--- src/rtl/pulp_cluster_package.sv ---
// Cluster-level constants shared by the EOC/fetch-enable controller:
// peripheral slot index, register byte offsets and a byte-enable helper.
// Optional feature macro used by the controller: CLUSTER_EOC_IRQ_EN.
package pulp_cluster_package;

    // Slave slot of the EOC controller on the peripheral interconnect
    localparam int unsigned SPER_EOC_ID = 0;

    // Register byte offsets inside the EOC controller window
    localparam logic [31:0] EOC_REG_EOC       = 32'h00;
    localparam logic [31:0] EOC_REG_FETCH_EN  = 32'h04;
    localparam logic [31:0] EOC_REG_FETCH_SET = 32'h08;
    localparam logic [31:0] EOC_REG_FETCH_CLR = 32'h0C;
    localparam logic [31:0] EOC_REG_BUSY      = 32'h10;
    localparam logic [31:0] EOC_REG_IDLE_CNT  = 32'h14;
    localparam logic [31:0] EOC_REG_IRQ_MASK  = 32'h18;

    // Expand 4 byte enables into a 32-bit bit mask
    function automatic logic [31:0] be_to_mask(input logic [3:0] be);
        return {{8{be[3]}}, {8{be[2]}}, {8{be[1]}}, {8{be[0]}}};
    endfunction

endpackage

--- src/rtl/cluster_eoc_idle_cnt.sv ---
// Saturating idle-cycle counter: counts cycles with every core idle,
// restarts from zero once any core is busy or software clears it.
module cluster_eoc_idle_cnt #(
    parameter int NB_CORES = 8
) (
    input  logic                clk_i,
    input  logic                rst_ni,
    input  logic [NB_CORES-1:0] core_busy_i,
    input  logic                clr_i,
    output logic [31:0]         cnt_o
);

    logic [31:0] r_cnt;

    // Busy or clear wins over increment; hold at all-ones once saturated
    always_ff @(posedge clk_i or negedge rst_ni) begin
        if (!rst_ni)                   r_cnt <= '0;
        else if (|core_busy_i || clr_i) r_cnt <= '0;
        else if (r_cnt != 32'hFFFF_FFFF) r_cnt <= r_cnt + 32'd1;
    end

    assign cnt_o = r_cnt;

endmodule

--- src/rtl/cluster_eoc_ctrl.sv ---
// End-of-computation / fetch-enable controller on the peripheral bus.
// Always grants, answers one cycle later. Optional macro CLUSTER_EOC_IRQ_EN
// adds IRQ_MASK at 0x18 and an eoc_irq_o pulse on EOC rising edges.
module cluster_eoc_ctrl
    import pulp_cluster_package::*;
#(
    parameter int NB_CORES = 8,
    parameter int ID_WIDTH = 5
) (
    input  logic                clk_i,
    input  logic                rst_ni,
    input  logic                speriph_req_i,
    input  logic [31:0]         speriph_add_i,
    input  logic                speriph_wen_i,
    input  logic [31:0]         speriph_wdata_i,
    input  logic [3:0]          speriph_be_i,
    input  logic [ID_WIDTH-1:0] speriph_id_i,
    output logic                speriph_gnt_o,
    output logic                speriph_r_valid_o,
    output logic [31:0]         speriph_r_rdata_o,
    output logic                speriph_r_opc_o,
    output logic [ID_WIDTH-1:0] speriph_r_id_o,
    input  logic [NB_CORES-1:0] core_busy_i,
    output logic [NB_CORES-1:0] fetch_en_o,
    output logic                eoc_o
`ifdef CLUSTER_EOC_IRQ_EN
   ,output logic                eoc_irq_o
`endif
);

    localparam logic [2:0] IDX_EOC  = EOC_REG_EOC[4:2];
    localparam logic [2:0] IDX_FEN  = EOC_REG_FETCH_EN[4:2];
    localparam logic [2:0] IDX_FSET = EOC_REG_FETCH_SET[4:2];
    localparam logic [2:0] IDX_FCLR = EOC_REG_FETCH_CLR[4:2];
    localparam logic [2:0] IDX_BUSY = EOC_REG_BUSY[4:2];
    localparam logic [2:0] IDX_IDLE = EOC_REG_IDLE_CNT[4:2];
`ifdef CLUSTER_EOC_IRQ_EN
    localparam logic [2:0] IDX_IRQM = EOC_REG_IRQ_MASK[4:2];
`endif

    logic                r_eoc;
    logic [NB_CORES-1:0] r_fetch;
    logic [NB_CORES-1:0] r_busy;
    logic                r_valid;
    logic [31:0]         r_rdata;
    logic                r_opc;
    logic [ID_WIDTH-1:0] r_id;

    logic [2:0]          w_idx;
    logic [31:0]         w_bem;
    logic [31:0]         w_wmask;
    logic                w_wr;
    logic                w_err;
    logic [31:0]         w_rd_val;
    logic                w_eoc_nxt;
    logic [NB_CORES-1:0] w_fetch_nxt;
    logic                w_idle_clr;
    logic [31:0]         w_idle_cnt;
    logic                w_unused;

    assign w_idx    = speriph_add_i[4:2];
    assign w_bem    = be_to_mask(speriph_be_i);
    assign w_wmask  = speriph_wdata_i & w_bem;
    assign w_wr     = speriph_req_i & ~speriph_wen_i;
    assign w_unused = ^{speriph_add_i[31:5], speriph_add_i[1:0]};

`ifdef CLUSTER_EOC_IRQ_EN
    logic r_irq_mask;
    logic r_irq;
    logic w_mask_nxt;
`endif

    // Register decode: read mux, error flag and next values of writable state
    always_comb begin
        w_err       = 1'b0;
        w_rd_val    = '0;
        w_eoc_nxt   = r_eoc;
        w_fetch_nxt = r_fetch;
        w_idle_clr  = 1'b0;
`ifdef CLUSTER_EOC_IRQ_EN
        w_mask_nxt  = r_irq_mask;
`endif
        case (w_idx)
            IDX_EOC: begin
                w_rd_val = {31'b0, r_eoc};
                if (w_wr && speriph_be_i[0]) w_eoc_nxt = speriph_wdata_i[0];
            end
            IDX_FEN: begin
                w_rd_val = {{(32-NB_CORES){1'b0}}, r_fetch};
                if (w_wr) w_fetch_nxt = (r_fetch & ~w_bem[NB_CORES-1:0]) | w_wmask[NB_CORES-1:0];
            end
            IDX_FSET: begin
                w_rd_val = {{(32-NB_CORES){1'b0}}, r_fetch};
                if (w_wr) w_fetch_nxt = r_fetch | w_wmask[NB_CORES-1:0];
            end
            IDX_FCLR: begin
                w_rd_val = {{(32-NB_CORES){1'b0}}, r_fetch};
                if (w_wr) w_fetch_nxt = r_fetch & ~w_wmask[NB_CORES-1:0];
            end
            IDX_BUSY: begin
                w_rd_val = {{(32-NB_CORES){1'b0}}, r_busy};
                if (!speriph_wen_i) w_err = 1'b1;
            end
            IDX_IDLE: begin
                w_rd_val = w_idle_cnt;
                if (w_wr) w_idle_clr = 1'b1;
            end
`ifdef CLUSTER_EOC_IRQ_EN
            IDX_IRQM: begin
                w_rd_val = {31'b0, r_irq_mask};
                if (w_wr && speriph_be_i[0]) w_mask_nxt = speriph_wdata_i[0];
            end
`endif
            default: w_err = 1'b1;
        endcase
    end

    // Control/status registers; updates land together with the response
    always_ff @(posedge clk_i or negedge rst_ni) begin
        if (!rst_ni) begin
            r_eoc   <= 1'b0;
            r_fetch <= '0;
            r_busy  <= '0;
        end else begin
            r_eoc   <= w_eoc_nxt;
            r_fetch <= w_fetch_nxt;
            r_busy  <= core_busy_i;
        end
    end

    // Response channel: one registered response per granted request
    always_ff @(posedge clk_i or negedge rst_ni) begin
        if (!rst_ni) begin
            r_valid <= 1'b0;
            r_rdata <= '0;
            r_opc   <= 1'b0;
            r_id    <= '0;
        end else begin
            r_valid <= speriph_req_i;
            if (speriph_req_i) begin
                r_id    <= speriph_id_i;
                r_opc   <= w_err;
                r_rdata <= (speriph_wen_i && !w_err) ? w_rd_val : 32'h0;
            end
        end
    end

`ifdef CLUSTER_EOC_IRQ_EN
    // Interrupt mask and one-cycle pulse on EOC rising edge
    always_ff @(posedge clk_i or negedge rst_ni) begin
        if (!rst_ni) begin
            r_irq_mask <= 1'b0;
            r_irq      <= 1'b0;
        end else begin
            r_irq_mask <= w_mask_nxt;
            r_irq      <= w_eoc_nxt & ~r_eoc & r_irq_mask;
        end
    end
    assign eoc_irq_o = r_irq;
`endif

    cluster_eoc_idle_cnt #(
        .NB_CORES (NB_CORES)
    ) u_idle (
        .clk_i       (clk_i),
        .rst_ni      (rst_ni),
        .core_busy_i (core_busy_i),
        .clr_i       (w_idle_clr),
        .cnt_o       (w_idle_cnt)
    );

    assign speriph_gnt_o     = speriph_req_i;
    assign speriph_r_valid_o = r_valid;
    assign speriph_r_rdata_o = r_rdata;
    assign speriph_r_opc_o   = r_opc;
    assign speriph_r_id_o    = r_id;
    assign fetch_en_o        = r_fetch;
    assign eoc_o             = r_eoc;

endmodule

--- config.mk ---
export PLATFORM = sky130hd
export DESIGN_NAME = cluster_eoc_ctrl
export DESIGN_NICKNAME = d
export VERILOG_FILES = /design/src/rtl/pulp_cluster_package.sv /design/src/rtl/cluster_eoc_idle_cnt.sv /design/src/rtl/cluster_eoc_ctrl.sv
export SDC_FILE = /design/constraint.sdc
export NUM_CORES = 1
export LEC_CHECK = 0
export CAP_MARGIN = 20
export CORE_MARGIN = 8
export CORE_UTILIZATION = 47
export DETAILED_ROUTE_END_ITERATION = 16
export PLACE_DENSITY = 0.9
export SYNTH_ARGS = -nofsm -noshare
export SYNTH_HDL_FRONTEND = slang
export SYNTH_SLANG_ARGS = --single-unit
--- constraint.sdc ---
create_clock -name clk_i -period 2.12 [get_ports clk_i]
set_input_delay 0.318 -clock clk_i [delete_from_list [all_inputs] [get_ports clk_i]]
set_output_delay 0.318 -clock clk_i [all_outputs]
set_load 0.005 [all_outputs]
==> PnR_summary.wiki <==
{| class="wikitable"
! Metric !! Value
|-
| Run status || completed
|-
| Transition time of the tightest slew-check pin || roughly 0.49 ns
|-
| Distinct cell type count of the synthesized netlist || 56
|-
| Fraction of the yosys area taken by sequential cells || around half
|-
| Placed cell count || 660
|-
| Yosys reg bits || 88
|-
| Number of hold violations in the final report || 0
|-
| Synthesized cell area || around 4400 µm²
|-
| VDD IR-drop max || approximately 0.34 mV
|-
| Critical path start-end classification || register to register
|-
| DIE WIDTH || ~110 µm
|-
| Number of instances in the synthesized netlist || around 460
|-
| CTS tree || done
|-
| Wire length reported by the detailed router || about 11 mm
|-
| Non-Filler Instances || between 600 and 700
|-
| Number of levels in the clock H-tree || 3
|-
| Endpoint required time on the critical path || 2.35 ns
|-
| Type of origin of the critical path || register
|-
| Gr usage total || between 10% and 20%
|-
| Insertion delay of the later-clocked pin in the worst-skew pair || ~0.36 ns
|-
| Drc violations || 0
|-
| Final ANT Viol Nets || 0
|-
| Fraction of layout cells with a size suffix above 1 || between 10% and 20%
|-
| Crit-path max FO || 6
|-
| Pin count of the biggest net entering global routing || between 50 and 60
|-
| Worst clock skew on the final layout || around 0.014 ns
|-
| Syn avg cell area || around 9.6 µm²
|-
| Min-delay worst type || primary input to register
|-
| Total core area || roughly 9200 µm²
|-
| Routed wl met2 || around 5.8 mm
|-
| Num rows || 35
|-
| Final Cycle Share || between 90% and 100%
|-
| Total of buffers placed on input and output ports || 77
|-
| Final Setup Violations || 0
|-
| Top cell type's share of synthesized area || 50.10%
|-
| Routed met1 length || between 4 and 5 mm
|-
| Count of max-cap constraint violations || 0
|-
| Post-route total power || roughly 0.0034 W
|-
| Arrival time worst endpoint || 2.27 ns
|-
| Sum Neg Setup Slack || 0 ns
|-
| Weighted congestion at the end of routability-driven global placement || approximately 0.89
|-
| Count of inserted antenna diode cells || 0
|-
| Number of global-route vias before repair || between 4000 and 5000
|-
| Cell area power density || just under 600 nW/µm²
|-
| Routed wire per std cell || 16.58 µm
|-
| Master cell of the clock root buffer || sky130_fd_sc_hd__clkbuf_8
|-
| CTS Buf Count || 9
|-
| Final #Nets || 647
|-
| Cell taking the most area after synthesis || sky130_fd_sc_hd__dfrtp_1
|-
| Global route overflow || 0
|-
| Cell types occupying the most area after synthesis || sky130_fd_sc_hd__dfrtp_1, sky130_fd_sc_hd__nand2_1, sky130_fd_sc_hd__o21ai_0
|-
| Number of sinks handled by clock tree synthesis || 88
|-
| Number of cells traversed by the worst register-to-register path || 6
|-
| Number of antenna violations at the first check in global routing || 0
|-
| First-pass iteration count of the detailed router || 5
|-
| Vertical extent of the die || 112.7 µm
|-
| Maximum number of buffers from clock root to sink || 2
|-
| Endpoint of the worst setup timing path || u_idle.cnt_o[27]
|-
| Count of flip-flops with a built-in enable after synthesis || 0
|-
| Placement-stage worst setup slack || -0.03835 ns
|-
| Starting density of the core || approximately 48%
|-
| Total die area || about 13000 µm²
|-
| Vias per inst || around 5.7
|-
| Highest achievable clock rate || about 500 MHz
|-
| Final worst-path setup slack || slightly below 0.08 ns
|-
| Smallest hold slack || between 0.4 and 0.5 ns
|-
| Post-synth net total || 544
|-
| Top sig layer || met4
|-
| Top library cells by usage in the layout, fill and taps aside || sky130_fd_sc_hd__dfrtp_1, sky130_fd_sc_hd__clkdlybuf4s50_1, sky130_fd_sc_hd__nand2_1
|-
| Routed length on met3 || ~670 µm
|-
| RSZ-0062 raised after global routing || true
|-
| Final count of pins violating max slew || 0
|-
| Most common cell after layout, fill and taps aside || sky130_fd_sc_hd__dfrtp_1
|-
| Number of placed I/O pins || between 100 and 150
|-
| Startpoint of the most critical register-to-register path || u_idle.cnt_o[12]
|-
| Start point of the critical path || u_idle.cnt_o[12]
|-
| Global-route wire length before repair || approximately 19 mm
|-
| Proportion of register bits with asynchronous set or reset after synthesis || 100.0%
|-
| DP HPWL || between 8 and 9 mm
|-
| Remaining max-slew budget at the tightest pin || between 60% and 70%
|-
| Number of vias after detailed routing || ~3900
|-
| Clock period minus final worst setup slack || 2.042 ns
|-
| Initial detailed-routing violation count || approximately 220
|-
| Clock-pin slew on the worst setup and hold paths || approximately 0.090 ns
|-
| Total of warnings raised by yosys || 0
|-
| Worst R2R End || u_idle.cnt_o[27]
|-
| Static Leak || around 2.3 nW
|-
| R2r setup slk || 0.08 ns
|-
| Area growth from synthesis to layout || 30.15%
|-
| Dominant synthesized flop cell || sky130_fd_sc_hd__dfrtp_1
|-
| Category of the worst setup path capture point || register
|}
-- final cells by class --
| class | instances | area (µm²) |
|---|---|---|
| multi-input combinational | 313 | 1986 |
| tap | 111 | 138.9 |
| fill | 701 | 3432 |
| clock inverter | 7 | 76.32 |
| timing repair buffer | 114 | 1061 |
| inverter | 35 | 131.4 |
| clock buffer | 9 | 123.9 |
| sequential | 88 | 2203 |
-- cells by family (layout without fill, tap and decap cells) --
| group | count (synthesis) | in the layout | share of synthesized area, % |
|---|---|---|---|
| AND/OR/NAND/NOR | 165 | 165 | 20.98 |
| AO/OA/AOI/OAI | 125 | 125 | 18.16 |
| flip-flops | 88 | 88 | 50.10 |
| buffers and inverters | 57 | 165 | 5.295 |
| multiplexers | 18 | 18 | 4.384 |
| XOR/XNOR | 4 | 4 | 0.7972 |
| adder cells (fa/ha/maj) | 1 | 1 | 0.2846 |
-- repair_timing --
action                                  4_1_cts  5_1_grt
hold buffers                                  1        0
buffers inserted                              0        0
gates resized for setup                       0        3
endpoints found under the setup margin        0       14
hold endpoints to repair                     34        0
-- cell usage after synthesis, drive strengths merged, types with 2 or more instances --
master   n
or4b     2
nand2b   6
a211oi   2
or3     11
o41ai    4
nand3   18
nor4     8
xor2     3
o31ai    9
and3     5
and4     4
a31oi    4
o211ai   4
mux2    10
a21oi   36
nor3     4
inv     35
clkbuf  12
o22a     5
o21ai   45
or4     11
o22ai    6
mux2i    8
nor2b    3
nand4    5
nand2   60
buf     10
nor2    24
a22o     3
a221o    3
dfrtp   88
-- metrics by stage --
| step | area, µm² | util, % |
|---|---|---|
| floorplan | 4395 | - |
| global placement | 5494 | 60.03 |
| detailed placement | 5494 | 60.03 |
| CTS | 5704 | 62.32 |
| global route | 5720 | 62.50 |
| finish | 5720 | 62.50 |
-- where the power goes --
part / internal, W / switching [W] / leakage (nW) / total, W
Clock: 0.000555 / 0.000626 / 0.0966 / 0.00118
Combinational: 0.000240 / 0.000194 / 1.03 / 0.000433
Sequential: 0.00174 / 0.0000509 / 1.17 / 0.00179
Total: 0.00254 / 0.000870 / 2.30 / 0.00341
-- state kept, by name (all words and copies together), names as in the netlist --
name,count
speriph_r_rdata_o,32
u_idle.cnt_o,32
fetch_en_o,8
r_busy,8
speriph_r_id_o,5
eoc_o,1
speriph_r_opc_o,1
speriph_r_valid_o,1
-- critical path, cell delays in order, from the launching register on --
cell and delay [ns]:
sky130_fd_sc_hd__dfrtp_2 0.42, sky130_fd_sc_hd__nand4_2 0.17, sky130_fd_sc_hd__or4_4 0.63, sky130_fd_sc_hd__o41ai_2 0.31, sky130_fd_sc_hd__buf_4 0.20, sky130_fd_sc_hd__or4_1 0.12
sky130_fd_sc_hd__a21oi_2 0.06
-- how the worst min path moves through the flow --
stage                        start               endpoint  slack (ns)  depth (start not counted)
finish              core_busy_i[2]              r_busy[2]        0.41                          1
global route        core_busy_i[2]              r_busy[2]        0.41                          1
CTS                 core_busy_i[2]              r_busy[2]        0.41                          1
detailed placement          rst_ni  speriph_r_rdata_o[16]        0.31                          1
global placement            rst_ni  speriph_r_rdata_o[18]        0.30                          1
floorplan                   rst_ni                  eoc_o        0.02                          0
-- metal layers --
layer  global-route usage, %  vias to the layer above
li1                        -                     1850
met1                   20.93                     1873
met2                   31.76                      118
met3                   4.420                       24
met4                   8.004                        0
met5                       0                        -
(Power assumes the default switching activity.)
